**config.mk**
```make
export PLATFORM = sky130hd
export DESIGN_NAME = rvcpu_mem_arbiter
export DESIGN_NICKNAME = d
export VERILOG_FILES = /design/src/rtl/rvcpu_mem_arbiter_pkg.sv /design/src/rtl/rvcpu_mem_arbiter.sv
export SDC_FILE = /design/constraint.sdc
export NUM_CORES = 1
export LEC_CHECK = 0
export CORE_MARGIN = 3
export CORE_UTILIZATION = 43
export DETAILED_ROUTE_END_ITERATION = 8
export GPL_TIMING_DRIVEN = 0
export PLACE_DENSITY = 0.9
export RECOVER_POWER = 25
export SETUP_SLACK_MARGIN = 0.2
export SLEW_MARGIN = 0
export SYNTH_ARGS = -nofsm -noshare
export SYNTH_HDL_FRONTEND = slang
export SYNTH_SLANG_ARGS = --single-unit
```
**constraint.sdc**
```tcl
create_clock -name clk -period 4.46 [get_ports clk]
set_input_delay 1.115 -clock clk [delete_from_list [all_inputs] [get_ports clk]]
set_output_delay 1.115 -clock clk [all_outputs]
set_load 0.03 [all_outputs]
```
**src/rtl/rvcpu_mem_arbiter_pkg.sv**
```systemverilog
// Shared types for the instruction/data memory arbiter: FSM states, requester IDs
// and the fixed-priority-with-alternation pick used when both ports request.
package rvcpu_mem_arbiter_pkg;

  typedef enum logic [1:0] {
    ST_IDLE  = 2'd0,
    ST_MEM_I = 2'd1,
    ST_MEM_D = 2'd2,
    ST_RESP  = 2'd3
  } state_e;

  typedef enum logic {
    REQ_I = 1'b0,
    REQ_D = 1'b1
  } req_id_e;

  // Data wins by default; after a data grant a waiting fetch goes first.
  function automatic req_id_e arb_pick(input logic i_req, input logic d_req, input req_id_e last);
    req_id_e win;
    win = REQ_I;
    if (d_req && (!i_req || (last == REQ_I))) begin
      win = REQ_D;
    end
    return win;
  endfunction

endpackage

```
**src/rtl/rvcpu_mem_arbiter.sv**
```systemverilog
// Two-port (fetch / load-store) arbiter onto a single request/ack memory port.
// Grant one cycle after request in IDLE, rvalid one cycle after m_ack, then back to IDLE.
module rvcpu_mem_arbiter
  import rvcpu_mem_arbiter_pkg::*;
#(
  parameter int ADDR_W = 32,
  parameter int DATA_W = 32
) (
  input  logic                clk,
  input  logic                rst_n,
  input  logic                i_req,
  input  logic [ADDR_W-1:0]   i_addr,
  output logic                i_gnt,
  output logic                i_rvalid,
  output logic [DATA_W-1:0]   i_rdata,
  input  logic                d_req,
  input  logic                d_we,
  input  logic [DATA_W/8-1:0] d_be,
  input  logic [ADDR_W-1:0]   d_addr,
  input  logic [DATA_W-1:0]   d_wdata,
  output logic                d_gnt,
  output logic                d_rvalid,
  output logic [DATA_W-1:0]   d_rdata,
  output logic                m_req,
  output logic                m_we,
  output logic [DATA_W/8-1:0] m_be,
  output logic [ADDR_W-1:0]   m_addr,
  output logic [DATA_W-1:0]   m_wdata,
  input  logic                m_ack,
  input  logic [DATA_W-1:0]   m_rdata,
  input  logic                halt,
  output logic                busy
);

  state_e                state_q;
  req_id_e               last_q;
  req_id_e               win_d;
  logic                  m_req_q;
  logic                  m_we_q;
  logic [DATA_W/8-1:0]   m_be_q;
  logic [ADDR_W-1:0]     m_addr_q;
  logic [DATA_W-1:0]     m_wdata_q;
  logic                  i_gnt_q;
  logic                  d_gnt_q;
  logic                  i_rvalid_q;
  logic                  d_rvalid_q;
  logic [DATA_W-1:0]     i_rdata_q;
  logic [DATA_W-1:0]     d_rdata_q;

  assign win_d = arb_pick(i_req, d_req, last_q);

  always_ff @(posedge clk or negedge rst_n) begin
    if (!rst_n) begin
      state_q    <= ST_IDLE;
      last_q     <= REQ_I;
      m_req_q    <= 1'b0;
      m_we_q     <= 1'b0;
      m_be_q     <= '0;
      m_addr_q   <= '0;
      m_wdata_q  <= '0;
      i_gnt_q    <= 1'b0;
      d_gnt_q    <= 1'b0;
      i_rvalid_q <= 1'b0;
      d_rvalid_q <= 1'b0;
      i_rdata_q  <= '0;
      d_rdata_q  <= '0;
    end else begin
      i_gnt_q    <= 1'b0;
      d_gnt_q    <= 1'b0;
      i_rvalid_q <= 1'b0;
      d_rvalid_q <= 1'b0;
      case (state_q)
        ST_IDLE: begin
          if (!halt && (i_req || d_req)) begin
            m_req_q <= 1'b1;
            last_q  <= win_d;
            if (win_d == REQ_D) begin
              m_we_q    <= d_we;
              m_be_q    <= d_be;
              m_addr_q  <= d_addr;
              m_wdata_q <= d_wdata;
              d_gnt_q   <= 1'b1;
              state_q   <= ST_MEM_D;
            end else begin
              m_we_q    <= 1'b0;
              m_be_q    <= '1;
              m_addr_q  <= i_addr;
              m_wdata_q <= '0;
              i_gnt_q   <= 1'b1;
              state_q   <= ST_MEM_I;
            end
          end
        end
        ST_MEM_I: begin
          if (m_ack) begin
            i_rdata_q  <= m_rdata;
            i_rvalid_q <= 1'b1;
            m_req_q    <= 1'b0;
            state_q    <= ST_RESP;
          end
        end
        ST_MEM_D: begin
          if (m_ack) begin
            // Stores report completion with zero data rather than whatever the bus returned.
            d_rdata_q  <= m_we_q ? '0 : m_rdata;
            d_rvalid_q <= 1'b1;
            m_req_q    <= 1'b0;
            state_q    <= ST_RESP;
          end
        end
        ST_RESP: begin
          state_q <= ST_IDLE;
        end
        default: begin
          state_q <= ST_IDLE;
          m_req_q <= 1'b0;
        end
      endcase
    end
  end

  assign m_req    = m_req_q;
  assign m_we     = m_we_q;
  assign m_be     = m_be_q;
  assign m_addr   = m_addr_q;
  assign m_wdata  = m_wdata_q;
  assign i_gnt    = i_gnt_q;
  assign d_gnt    = d_gnt_q;
  assign i_rvalid = i_rvalid_q;
  assign d_rvalid = d_rvalid_q;
  assign i_rdata  = i_rdata_q;
  assign d_rdata  = d_rdata_q;
  assign busy     = (state_q != ST_IDLE);

endmodule
```
==> qor.yml <==
pwr-share-seq_pct: 29.8
synth_edf_count: 0
cts_sinks: 141
die_h_microns: 121
outcome: "complete, but fails checks"
drive_gt1_share_pct: 11.1
ant_nets: 0
cts-resized-gates: 0
cp-end-kind: "output pin"
slowest_delay_ns: 0.72
port_buffers: 277
grt_overflow_total: 0
netlist_area_sq_mm: 0.00572
sw_frac_of_total_pct: 40.1
ys_types: 28
via_per_inst: 5.15
first_pass_iters: 4
die_x_microns: 121
p_leak_nw: 4.06
ys_warn_count: 0
place_inst: 951
worst_pin_slew_ns: 1.89
wl_per_cell_microns: 17.8
critPathRequiredTime_ns: 3.35
worst_slew_margin_rel_pct: -26.0
drt_wl_total_microns: 17500
slew_viol_final: 80
cts_made_buffers: 17
internal_power_mw: 4.50
clock_latency_ns: 0.41
drt_iter0_drc: 244
grt_max_degree: 80
crit_type: "reg2out"
place.gp.congestion: 0.815
maxCapViolCount: 1
crit_chain: "inv_1 > ha_1 > buf_4 > inv_1 > clkdlybuf4s50_1"
rsz0062_at_grt: "no"
stdcell_count: 983
yosys.area.top_type: "dfrtp_1"
power_switching_mw: 3.01
diodes: 0
grt_use_total_pct: 23.8
finalSetupViolations: 0
cts_setup_buffers: 0
nNetsFinal: 941
yosys_most_used_dff: "dfrtp_1"
clkPwrFrac_pct: 20.1
grt_pass1_vias: 5281
setup_ws_ns: 1.28
coreArea_sq_mm: 0.0128
ys_ff_latch: 141
synth_nets: 644
combPwrFrac_pct: 50.1
drc: 0
htreeDepth: 4
path_clk_slew_ns: 0.06
syn_inst: 501
vias: 5067
final-hold-violation-count: 0
peakVddDrop_uv: 397
async_reset_ff_share_pct: 100
period_share_pct: 71.3
ys_seq_area_share_pct: 61.7
num-fill-cells: 852
r2r_setup_slack_ns: 2.60
dp_hpwl_microns: 13000
rows: 41
synth.area.top_cells: "dfrtp_1, mux2_2, nand2_1, a22o_1, a31oi_1"
hold_buffers: 0
hold_class: "reg2reg"
cts_buffer_depth: 2
start_util_pct: 44.6
max_freq_mhz: 315
synth_top_area_share_pct: 61.7
root_buffer: "clkbuf_16"
slowest_stage: "clkdlybuf4s50_1"
antenna_found_initial: 0
io_pins: 278
dp_slack_ns: 1.69
cp.arrival_ns: 2.06
syn_avg_cell_area_sq_um: 11.4
placed_area_sq_mm: 0.00874
min_period_ns: 3.18
fin_skew_ns: 0.0112
grt_pass1_wl_microns: 27400
dieArea_sq_mm: 0.0147
path_max_fanout: 10
cts_tree: "done"
cp_common_cell: "inv_1"
violations: "capacitance limit, slew limit"
fin_area_sq_mm: 0.00935
start_kind: "flop"
power_density_mw_per_mm2: 803
syn_to_final_growth_pct: 63.4
[final cells by class]
class	instances	area (sq um)	share of cell area, %
buffer	36	184	1.97
clock buffer	23	478	5.11
clock inverter	9	158	1.69
inverter	7	28.8	0.308
multi-input combinational	317	1980	21.2
sequential	141	3530	37.7
tap	172	215	2.30
timing repair buffer	278	2780	29.7
[sequential cells by signal, summed over array words and instances (netlist names), 2 cells and up]
register / cells
i_rdata: 32
m_addr: 32
d_rdata: 32
state_q: 2
m_wdata: 32
m_be: 4
[cells in the mapped netlist, drive strengths merged (2+ instances only)]
cell and n:
inv 7, buf 20, a22o 33, o21ai 32, a31oi 32, clkbuf 16, ha 4, nand2 99
nand2b 32, dfrtp 141, mux2i 2, mux2 33, o22a 4, a21oi 35, nor2 3
[power groups by stage]
stage               sequential [mW]  clock [mW]  combinational [mW]
floorplan                      3.36           0               0.953
global placement               2.21           0                3.68
detailed placement             2.24           0                3.77
CTS                            2.23        1.53                3.79
global route                   2.30        1.58                3.98
finish                         2.24        1.51                3.76
[per-stage QoR]
step                total power, mW  utilization (%)  hold WS, ns  TNS (ns)
detailed placement             6.01             68.1        0.472         0
CTS                            7.55             73.1        0.485         0
floorplan                      4.31                -        0.510         0
global route                   7.86             72.9        0.495         0
global placement               5.89             67.9        0.463   -418.79
finish                         7.51             72.9        0.483         0
[metal layers]
metal	global-route usage (%)	share of wire [%]
met1	27.3	38
met2	41.7	52
met3	7.55	8.6
met4	8.54	2.3
met5	0	0
[logic make-up after synthesis]
logic type      count (synthesis)  share of synthesized area (%)
simple gates                  136                           10.8
compound gates                142                           16.1
buf+inv                        43                           3.72
mux                            35                           6.84
flops                         141                           61.7
fa+ha+maj                       4                          0.875
[worst paths after layout]
check                                   startpoint                       to  depth (start not counted)
max in group asynchronous                    rst_n  m_wdata[14]$_DFFE_PN0P_                          2
min in group asynchronous                    rst_n  d_rdata[16]$_DFFE_PN0P_                          1
hold / removal             d_rdata[14]$_DFFE_PN0P_  d_rdata[14]$_DFFE_PN0P_                          2
setup / recovery            state_q[0]$_DFFE_PN0P_                     busy                          5
setup reg to reg            state_q[1]$_DFFE_PN0P_    m_addr[9]$_DFFE_PN0P_                          7
hold reg to reg            d_rdata[14]$_DFFE_PN0P_  d_rdata[14]$_DFFE_PN0P_                          2
[layout by cell type (no fill, tap or decap), types with 2 or more instances in the layout]
master           instances
o21ai_0                 32
clkbuf_1                19
clkinvlp_4               2
o22a_1                   4
mux2_2                  33
dfrtp_1                141
clkdlybuf4s50_1        276
nand2b_1                32
nor2_1                   2
ha_1                     4
clkbuf_16               17
mux2i_1                  2
a31oi_1                 32
a22o_1                  33
a21oi_1                 35
bufinv_16                4
inv_1                    6
buf_4                    2
buf_2                   15
clkbuf_8                 3
nand2_1                 98
buf_6                    4
[critical path: cells and delay by family (launching register included)]
kind,cells,cell delay [ns]
fa+ha+maj,1,0.20
flops,1,0.37
buf+inv,4,1.08
Power figures use the tool's default switching activity.
